`src/rtl/comparator_64bit_seq_ctrl_if.sv`:
```
// Handshake bus for the sequential magnitude comparator: operand request side and result side.
interface comparator_64bit_seq_ctrl_if #(
    parameter int unsigned WIDTH = 64
);
    logic             in_valid;
    logic             in_ready;
    logic [WIDTH-1:0] a;
    logic [WIDTH-1:0] b;
    logic             out_valid;
    logic             out_ready;
    logic             greater;
    logic             less;
    logic             equal;
    logic [7:0]       cmp_cycles;

    // Producer/consumer side of the comparator.
    modport master (
        output in_valid, a, b, out_ready,
        input  in_ready, out_valid, greater, less, equal, cmp_cycles
    );

    // Comparator side.
    modport slave (
        input  in_valid, a, b, out_ready,
        output in_ready, out_valid, greater, less, equal, cmp_cycles
    );
endinterface

```
`src/rtl/comparator_64bit_seq_ctrl.sv`:
```
// Sequential MSB-first magnitude comparator: one CHUNK-bit slice per clock, early exit on first difference.
// Define COMPARATOR_64BIT_SEQ_SIGNED_EN to treat operands as two's complement.
module comparator_64bit_seq_ctrl #(
    parameter int unsigned WIDTH = 64,
    parameter int unsigned CHUNK = 16
) (
    input  logic                              clk,
    input  logic                              rst_n,
    comparator_64bit_seq_ctrl_if.slave        bus
);
    localparam int unsigned N     = WIDTH / CHUNK;
    localparam int unsigned IDX_W = (N > 1) ? $clog2(N) : 1;

    typedef enum logic [1:0] {
        IDLE = 2'd0,
        CMP  = 2'd1,
        DONE = 2'd2
    } state_e;

    state_e             state_q;
    logic [IDX_W-1:0]   idx_q;
    logic [7:0]         cnt_q;
    logic [7:0]         cnt_d;
    logic [WIDTH-1:0]   a_q;
    logic [WIDTH-1:0]   b_q;
    logic               in_ready_q;
    logic               out_valid_q;
    logic               greater_q;
    logic               less_q;
    logic               equal_q;
    logic [7:0]         cmp_cycles_q;

    logic [CHUNK-1:0]   a_sl_c;
    logic [CHUNK-1:0]   b_sl_c;
    logic               sl_gt_c;
    logic               sl_lt_c;

    assign cnt_d = cnt_q + 8'd1;

    // Shared slice selector feeding the single narrow comparator.
    always_comb begin
        a_sl_c = '0;
        b_sl_c = '0;
        for (int unsigned i = 0; i < N; i++) begin
            if (idx_q == IDX_W'(i)) begin
                a_sl_c = a_q[i*CHUNK +: CHUNK];
                b_sl_c = b_q[i*CHUNK +: CHUNK];
            end
        end
`ifdef COMPARATOR_64BIT_SEQ_SIGNED_EN
        // Flipping both sign bits turns the top-slice unsigned compare into a signed one.
        if (idx_q == IDX_W'(N-1)) begin
            a_sl_c[CHUNK-1] = ~a_sl_c[CHUNK-1];
            b_sl_c[CHUNK-1] = ~b_sl_c[CHUNK-1];
        end
`endif
    end

    assign sl_gt_c = (a_sl_c > b_sl_c);
    assign sl_lt_c = (a_sl_c < b_sl_c);

    // Control FSM with registered handshake and result outputs.
    always_ff @(posedge clk) begin
        if (!rst_n) begin
            state_q      <= IDLE;
            idx_q        <= '0;
            cnt_q        <= '0;
            a_q          <= '0;
            b_q          <= '0;
            in_ready_q   <= 1'b1;
            out_valid_q  <= 1'b0;
            greater_q    <= 1'b0;
            less_q       <= 1'b0;
            equal_q      <= 1'b0;
            cmp_cycles_q <= '0;
        end else begin
            case (state_q)
                IDLE: begin
                    if (bus.in_valid) begin
                        a_q        <= bus.a;
                        b_q        <= bus.b;
                        idx_q      <= IDX_W'(N-1);
                        cnt_q      <= '0;
                        in_ready_q <= 1'b0;
                        state_q    <= CMP;
                    end
                end
                CMP: begin
                    cnt_q <= cnt_d;
                    if (sl_gt_c) begin
                        greater_q    <= 1'b1;
                        less_q       <= 1'b0;
                        equal_q      <= 1'b0;
                        cmp_cycles_q <= cnt_d;
                        out_valid_q  <= 1'b1;
                        state_q      <= DONE;
                    end else if (sl_lt_c) begin
                        greater_q    <= 1'b0;
                        less_q       <= 1'b1;
                        equal_q      <= 1'b0;
                        cmp_cycles_q <= cnt_d;
                        out_valid_q  <= 1'b1;
                        state_q      <= DONE;
                    end else if (idx_q == '0) begin
                        greater_q    <= 1'b0;
                        less_q       <= 1'b0;
                        equal_q      <= 1'b1;
                        cmp_cycles_q <= cnt_d;
                        out_valid_q  <= 1'b1;
                        state_q      <= DONE;
                    end else begin
                        idx_q <= idx_q - IDX_W'(1);
                    end
                end
                DONE: begin
                    if (bus.out_ready) begin
                        out_valid_q <= 1'b0;
                        in_ready_q  <= 1'b1;
                        state_q     <= IDLE;
                    end
                end
                default: begin
                    in_ready_q  <= 1'b1;
                    out_valid_q <= 1'b0;
                    state_q     <= IDLE;
                end
            endcase
        end
    end

    assign bus.in_ready   = in_ready_q;
    assign bus.out_valid  = out_valid_q;
    assign bus.greater    = greater_q;
    assign bus.less       = less_q;
    assign bus.equal      = equal_q;
    assign bus.cmp_cycles = cmp_cycles_q;
endmodule

```
`src/flat_wrapper.sv`:
```
// flat-port wrapper written by rule: the top's interface ports become plain ports
module comparator_64bit_seq_ctrl_flat 
#(
    parameter int unsigned WIDTH = 64,
    parameter int unsigned CHUNK = 16
)
  (clk, rst_n, bus_in_valid, bus_a, bus_b, bus_out_ready, bus_in_ready, bus_out_valid, bus_greater, bus_less, bus_equal, bus_cmp_cycles);
  comparator_64bit_seq_ctrl_if #(.WIDTH(WIDTH)) bus_i ();
  input  logic clk;
  input  logic rst_n;
  input wire logic [$bits(bus_i.in_valid)-1:0] bus_in_valid;
  input wire logic [$bits(bus_i.a)-1:0] bus_a;
  input wire logic [$bits(bus_i.b)-1:0] bus_b;
  input wire logic [$bits(bus_i.out_ready)-1:0] bus_out_ready;
  output wire logic [$bits(bus_i.in_ready)-1:0] bus_in_ready;
  output wire logic [$bits(bus_i.out_valid)-1:0] bus_out_valid;
  output wire logic [$bits(bus_i.greater)-1:0] bus_greater;
  output wire logic [$bits(bus_i.less)-1:0] bus_less;
  output wire logic [$bits(bus_i.equal)-1:0] bus_equal;
  output wire logic [$bits(bus_i.cmp_cycles)-1:0] bus_cmp_cycles;
  assign bus_i.in_valid = bus_in_valid;
  assign bus_i.a = bus_a;
  assign bus_i.b = bus_b;
  assign bus_i.out_ready = bus_out_ready;
  assign bus_in_ready = bus_i.in_ready;
  assign bus_out_valid = bus_i.out_valid;
  assign bus_greater = bus_i.greater;
  assign bus_less = bus_i.less;
  assign bus_equal = bus_i.equal;
  assign bus_cmp_cycles = bus_i.cmp_cycles;
  comparator_64bit_seq_ctrl #(.WIDTH(WIDTH), .CHUNK(CHUNK)) u_core (.clk(clk), .rst_n(rst_n), .bus(bus_i));
endmodule
```
`config.mk`:
```
export PLATFORM = sky130hd
export DESIGN_NAME = comparator_64bit_seq_ctrl_flat
export DESIGN_NICKNAME = d
export VERILOG_FILES = /design/src/rtl/comparator_64bit_seq_ctrl_if.sv /design/src/rtl/comparator_64bit_seq_ctrl.sv /design/src/flat_wrapper.sv
export SDC_FILE = /design/constraint.sdc
export NUM_CORES = 1
export LEC_CHECK = 0
export BUFFER_PORTS_ARGS = -buffer_cell sky130_fd_sc_hd__buf_2
export CAP_MARGIN = 20
export CORE_ASPECT_RATIO = 0.75
export CORE_MARGIN = 8
export CORE_UTILIZATION = 49
export CTS_CLUSTER_DIAMETER = 200
export DETAILED_ROUTE_END_ITERATION = 7
export PLACE_DENSITY = 0.73
export SLEW_MARGIN = 20
export SYNTH_ARGS = -nofsm -noshare
export SYNTH_HDL_FRONTEND = slang
export SYNTH_SLANG_ARGS = --single-unit
```
`constraint.sdc`:
```
create_clock -name clk -period 3.09 [get_ports clk]
set_clock_uncertainty 0.15 [all_clocks]
set_input_delay 0.4635 -clock clk [delete_from_list [all_inputs] [get_ports clk]]
set_output_delay 0.4635 -clock clk [all_outputs]
set_load 0.03 [all_outputs]
```
==> flow_metrics.env, run 1 <==
export IMPL_run_status="finished, violations left"
export IMPL_failed_checks="negative setup slack"
export IMPL_internal_power_mw=3.951
export IMPL_postRouteAntennaNets=0
export IMPL_count_of_flip_flops_with_a_built_in_enable_after_synthesis=0
export IMPL_clock_sink_count=153
export IMPL_crit_reg2reg_launch="u_core.idx_q[1]"
export IMPL_grt_usage_pct=23.81
export IMPL_fin_crit_ps=3382
export IMPL_pre_cts_slack_ps=-305.9
export IMPL_post_drt_wl_per_cell_um=17.05
export IMPL_initial_antenna_violation_count=0
export IMPL_port_buffers=144
export IMPL_leakagePower_nw=3.807
export IMPL_yosys_cell_types_count=39
export IMPL_switching_share_pct=31.16
export IMPL_routed_via_count=7250
export IMPL_cts_hold_repair_buffers=0
export IMPL_post_dp_hpwl_um=14520
export IMPL_wirelength_um=22400
export IMPL_antenna_cells=0
export IMPL_vias_in_the_first_global_route=6919
export IMPL_worstSetupPathType="flip-flop to flip-flop"
export IMPL_report_final_slew_viol_count=0
export IMPL_finalNetCount=1279
export IMPL_clk_pin_slew_ps=70
export IMPL_num_io_pins=145
export IMPL_clk_insertion_delay_late_ps=420
export IMPL_critPathLaunchType="flip-flop"
export IMPL_hold_path_origin="bus_a[46]"
export IMPL_critPathArrivalTime_ps=3520
export IMPL_clock_root_buffer="clkbuf_16"
export IMPL_dr_first_iter_drc_count=648
export IMPL_place_gp_congestion=0.8962
export IMPL_layout_area_overhead_vs_synth_pct=35.58
export IMPL_final_cell_mix="nand2_1, a21oi_1, dfxtp_1"
export IMPL_placed_cells_incl_taps=1254
export IMPL_max_cap_viol_count=0
export IMPL_std_cell_rows=37
export IMPL_grt_remaining_overflow=0
export IMPL_vdd_ir_drop_worst_v=0.0003789
export IMPL_tightestPinTransition_ps=816.4
export IMPL_rsz_0062_raised_after_global_routing="true"
export IMPL_die_height_um=119.2
export IMPL_final_cells=1314
export IMPL_critPathRequiredTime_ps=3230
export IMPL_initial_core_utilization_pct=50.44
export IMPL_ys_async_sr_fraction_pct=0
export IMPL_clockBufferDepth=2
export IMPL_postSynthRegisterBits=153
export IMPL_drt_vias_per_instance=5.518
export IMPL_syn_nets=1121
export IMPL_cts_htree_levels=4
export IMPL_endpoint_kind="flip-flop"
export IMPL_hold_path_class="input port to flip-flop"
export IMPL_setup_failing_eps_final=16
export IMPL_grt_start_max_net_pins=90
export IMPL_final_hold_violation_count=0
export IMPL_final_layout_size_suffix_gt1_share_pct=28.88
export IMPL_syn_avg_cell_area_um2=7.189
export IMPL_die_width_um=153.6
export IMPL_drcViolationCount=0
export IMPL_critical_path_startpoint="u_core.idx_q[1]"
export IMPL_pwr_share_seq_pct=38.6
export IMPL_layout_cells_most_common="nand2_1"
export IMPL_share_comb_of_total_power_pct=26.4
export IMPL_worst_slack_ps=-292.4
export IMPL_postSynth_topFlopCell="dfxtp_1"
export IMPL_worst_slew_margin_rel_pct=45.57
export IMPL_netSwitchingPower_mw=1.789
export IMPL_synth_area_um2=6959
export IMPL_yosys_warnings=0
export IMPL_max_freq_ghz=0.2957
export IMPL_fp_dieArea_um2=18310
export IMPL_power_per_cell_area_nw_per_um2=608.3
export IMPL_hold_slack_ps=125.2
export IMPL_path_max_fanout=6
export IMPL_clkPwrFrac_pct=35.0
export IMPL_pre_antenna_drt_iters=5
export IMPL_seq_area_frac_synth_pct=44.01
export IMPL_cts_tree="done"
export IMPL_period_utilisation_layout_pct=109.5
export IMPL_core_area_um2=13800
export IMPL_cts_buffers=17
export IMPL_number_of_instances_in_the_synthesized_netlist=968
export IMPL_first_pass_grt_wire_length_um=35310
cells in the mapped netlist (all sizes together), types with 3 or more instances:
library cell	number	area share (%)
nand2	336	18
a21oi	203	15
dfxtp	153	44
nor2	60	3.3
clkbuf	46	2.5
o21ai	42	3.0
buf	29	1.9
ha	21	3.8
mux2i	17	2.4
nand3	8	0.58
a211oi	7	0.93
a31oi	5	0.45
or3	5	0.45
inv	4	0.22
nand4	4	0.45
xor2	4	0.50
and3	3	0.27
nand2b	3	0.27
critical path: stages (launching register included):
cell and delay (ps):
dfxtp_2 360, inv_4 60, ha_4 190, buf_12 140, buf_4 140, nor2_2 170, a21oi_4 50, nor2_1 170
a21oi_2 60, o21ai_2 160, buf_4 150, ha_4 130, nand4_1 170, nor2_2 220, nand4_4 150, a211oi_4 300
buf_4 170, mux2i_2 230, a221oi_2 80
routing by layer:
layer,wire [µm],GRT usage [%],up-vias
li1,-,-,3538
met1,10220,32.79,3320
met2,9648,35.35,345
met3,2038,6.684,47
met4,494,7.753,0
met5,0,0,-
worst paths after layout:
check                         endpoint  slack, ps  cells after the start
setup reg to reg       u_core.idx_q[0]       -290                     18
setup / recovery       u_core.idx_q[0]       -290                     18
hold / removal          u_core.a_q[46]        130                      3
hold reg to reg   u_core.bus.out_valid        300                      2
cell families (layout without fill, tap and decap cells):
logic type      count (synthesis)  count (layout)  synth area share [%]
mux                            17              17                 2.445
buf+inv                        79             249                 4.638
fa+ha+maj                      21              21                 3.776
xor+xnor                        6               6                0.7551
compound gates                267             268                 20.37
flops                         153             153                 44.01
simple gates                  425             425                 24.00
through the flow:
stage	util, %	setup TNS (ps)	power [mW]	cell area (µm²)
2_1_floorplan	-	0	2.888	6984
3_3_place_gp	58.36	-3246	3.273	8051
3_5_place_dp	58.36	-3840	3.290	8051
4_1_cts	67.72	-578.0	5.633	9343
5_1_grt	68.39	-5887	5.974	9435
6_report	68.39	-3818	5.740	9435
flip-flops by register name, indices dropped and copies added (netlist names):
register,cells
u_core.bus.greater,1
u_core.idx_q,2
u_core.cnt_q,8
u_core.bus.in_ready,1
u_core.b_q,64
u_core.bus.cmp_cycles,8
u_core.state_q,2
u_core.bus.less,1
u_core.bus.equal,1
u_core.bus.out_valid,1
u_core.a_q,64
layout make-up:
| cell class | instances | area (µm²) |
|---|---|---|
| fillers | 1108 | 4360 |
| multi-input cells | 737 | 4036 |
| flip-flops and latches | 153 | 3068 |
| repair buffers | 213 | 1515 |
| clock buffers | 19 | 452.9 |
| well taps | 175 | 219.0 |
| clock inverters | 13 | 121.4 |
| inverters | 4 | 22.52 |
power by group through the flow:
stage / combinational, mW / clock, mW / sequential [mW]
finish: 1.51 / 2.01 / 2.22
global route: 1.63 / 2.12 / 2.23
CTS: 1.41 / 2.01 / 2.21
global placement: 1.03 / 0 / 2.24
floorplan: 0.643 / 0 / 2.25
detailed placement: 1.05 / 0 / 2.24
repair_timing:
item / in CTS / in global routing
cloned: 6 / 0
gates resized for setup: 115 / 14
pin swaps: 48 / 14
setup endpoints to repair: 16 / 16
buffers inserted: 17 / 7
No activity file was read; power rests on OpenSTA's default activity.
==> run 2, diff against run 1 <==
CTS_BUF_LIST = sky130_fd_sc_hd__clkbuf_4 sky130_fd_sc_hd__clkbuf_8   (was default)
==> run 2 against run 1 <==
Net effect: the flow still finishes with violations (negative setup slack); cell count shrank 0.91%; final area shrank 2.1%; sequential power is essentially flat; worst hold slack lost 42 ps; critical path type unchanged; highest routed layer unchanged.
==> flow_metrics.env, run 2 (synthesis results as in run 1) <==
export IMPL_worst_slew_margin_rel_pct=45.09
export IMPL_place_gp_congestion=0.8962
export IMPL_path_max_fanout=8
export IMPL_antenna_cells=0
export IMPL_clockBufferDepth=2
export IMPL_global_route_usage_met3_pct=6.322
export IMPL_final_cell_mix="nand2_1, a21oi_1, dfxtp_1"
export IMPL_global_route_peak_usage_layer="met2"
export IMPL_die_width_um=153.6
export IMPL_port_buffers=144
export IMPL_core_area_um2=13800
export IMPL_period_utilisation_layout_pct=105.9
export IMPL_grt_start_max_net_pins=90
export IMPL_num_io_pins=145
export IMPL_postRouteAntennaNets=0
export IMPL_initial_core_utilization_pct=50.44
export IMPL_hold_slack_ps=83.10
export IMPL_hold_path_class="input port to flip-flop"
export IMPL_post_drt_wl_per_cell_um=16.52
export IMPL_clock_root_buffer="clkbuf_8"
export IMPL_fp_dieArea_um2=18310
export IMPL_drt_vias_per_instance=5.468
export IMPL_gr_usage_met2_pct=33.11
export IMPL_timing_critical_path_cells="inv_4, ha_4, buf_12, buf_12, nand2_1, nor2_4, a21oi_2, o21ai_1, mux2i_1, ha_4, nand3_1, nand2_2, a221oi_4, a211oi_4, buf_6, or3_1, a21oi_1"
export IMPL_grt_remaining_overflow=0
export IMPL_cts_tree="done"
export IMPL_tightestPinTransition_ps=823.6
export IMPL_clk_pin_slew_ps=90
export IMPL_dr_first_iter_drc_count=566
export IMPL_grt_use_met1_pct=31.13
export IMPL_cts_hold_repair_buffers=0
export IMPL_cts_buffers=17
export IMPL_fin_crit_ps=3273
export IMPL_first_pass_grt_wire_length_um=33600
export IMPL_clk_insertion_delay_late_ps=460
export IMPL_cts_htree_levels=4
export IMPL_clock_sink_count=153
export IMPL_vias_in_the_first_global_route=6705
export IMPL_report_final_slew_viol_count=0
export IMPL_endpoint_kind="flip-flop"
export IMPL_routed_via_count=7119
export IMPL_max_cap_viol_count=0
export IMPL_setup_failing_eps_final=15
export IMPL_run_status="finished, violations left"
export IMPL_pre_antenna_drt_iters=5
export IMPL_critPathLaunchType="flip-flop"
export IMPL_worstPathBufferInverterCount=4
export IMPL_worst_slack_ps=-183.4
export IMPL_worst_path_dominant_cell_family="compound AO/OA/AOI/OAI gates"
export IMPL_std_cell_rows=37
export IMPL_failed_checks="negative setup slack"
export IMPL_finalNetCount=1267
export IMPL_die_height_um=119.2
export IMPL_drcViolationCount=0
export IMPL_registers_with_the_most_flip_flops="u_core.a_q: 64 flops, u_core.b_q: 64 flops"
export IMPL_leakagePower_nw=3.693
export IMPL_rsz_0062_raised_after_global_routing="true"
export IMPL_layout_area_overhead_vs_synth_pct=32.78
export IMPL_post_dp_hpwl_um=14520
export IMPL_worstSetupPathType="flip-flop to flip-flop"
export IMPL_layout_cells_most_common="nand2_1"
export IMPL_grt_usage_pct=22.43
export IMPL_final_layout_size_suffix_gt1_share_pct=29.19
export IMPL_worst_path_largest_cell_delay_ps=390
export IMPL_critPathRequiredTime_ps=3330
export IMPL_initial_antenna_violation_count=0
export IMPL_slowest_stage="dfxtp_4"
export IMPL_wirelength_um=21510
export IMPL_max_freq_ghz=0.3055
export IMPL_vdd_ir_drop_worst_v=0.0003285
export IMPL_post_layout_total_power_mw=5.131
export IMPL_critPathArrivalTime_ps=3510
export IMPL_final_hold_violation_count=0
export IMPL_power_per_cell_area_nw_per_um2=555.3
## run 2: cell count changes in the layout (fill, tap and decap cells not counted), sizes merged
cell / delta
buf: -12
bufbuf: +1
a211o: -1
## run 2: timing repair
| item | in CTS | in global routing |
|---|---|---|
| cloned | 6 | 0 |
| endpoints found under the setup margin | 16 | 16 |
| buffers inserted | 7 | 6 |
| gates resized for setup | 96 | 51 |
| hold endpoints to repair | 0 | 0 |
| pin swaps | 30 | 24 |
## run 2: cell type report
| cell class | count | area [µm²] |
|---|---|---|
| clock inverter | 13 | 121.4 |
| timing repair buffer | 202 | 1461 |
| tap | 175 | 219.0 |
| fill | 1135 | 4556 |
| clock buffer | 19 | 261.5 |
| inverter | 4 | 22.52 |
| sequential | 153 | 3068 |
| multi-input combinational | 736 | 4086 |
## run 2: path summary, 6_finish.rpt
kind | start | end | slack, ps | cells after the start
max | u_core.idx_q[0] | u_core.bus.cmp_cycles[0] | -180 | 17
min | bus_b[9] | u_core.b_q[9] | 80 | 3
min reg2reg | u_core.bus.out_valid | u_core.bus.out_valid | 310 | 2
max reg2reg | u_core.idx_q[0] | u_core.bus.cmp_cycles[0] | -180 | 17
## run 2: report_power, final
group,switching [mW],internal (mW)
combinational,0.794,0.649
sequential,0.101,2.11
clock,0.793,0.683
## run 2: tightest hold or removal path: stages
cell,delay (ps)
buf_2,90
nand2_1,40
a21oi_1,50
## run 2: metal layers
layer	wire length, µm	up-vias
met4	340	0
met2	9264	306
met3	1977	29
met5	0	-
met1	9927	3264
li1	-	3520
## run 2: through the flow
step | TNS [ps] | instance area (µm²) | setup slack [ps] | util, % | instances
final | -1780 | 9240 | -183.4 | 66.98 | 1302
after global routing | -3709 | 9240 | -323.7 | 66.98 | 1302
after CTS | -264.2 | 8997 | -65.86 | 65.22 | 1296
after detailed placement | -3840 | 8051 | -305.9 | 58.36 | 1254
after global placement | -3246 | 8051 | -261.1 | 58.36 | 1254
after floorplan | 0 | 6984 | 22.82 | - | 968
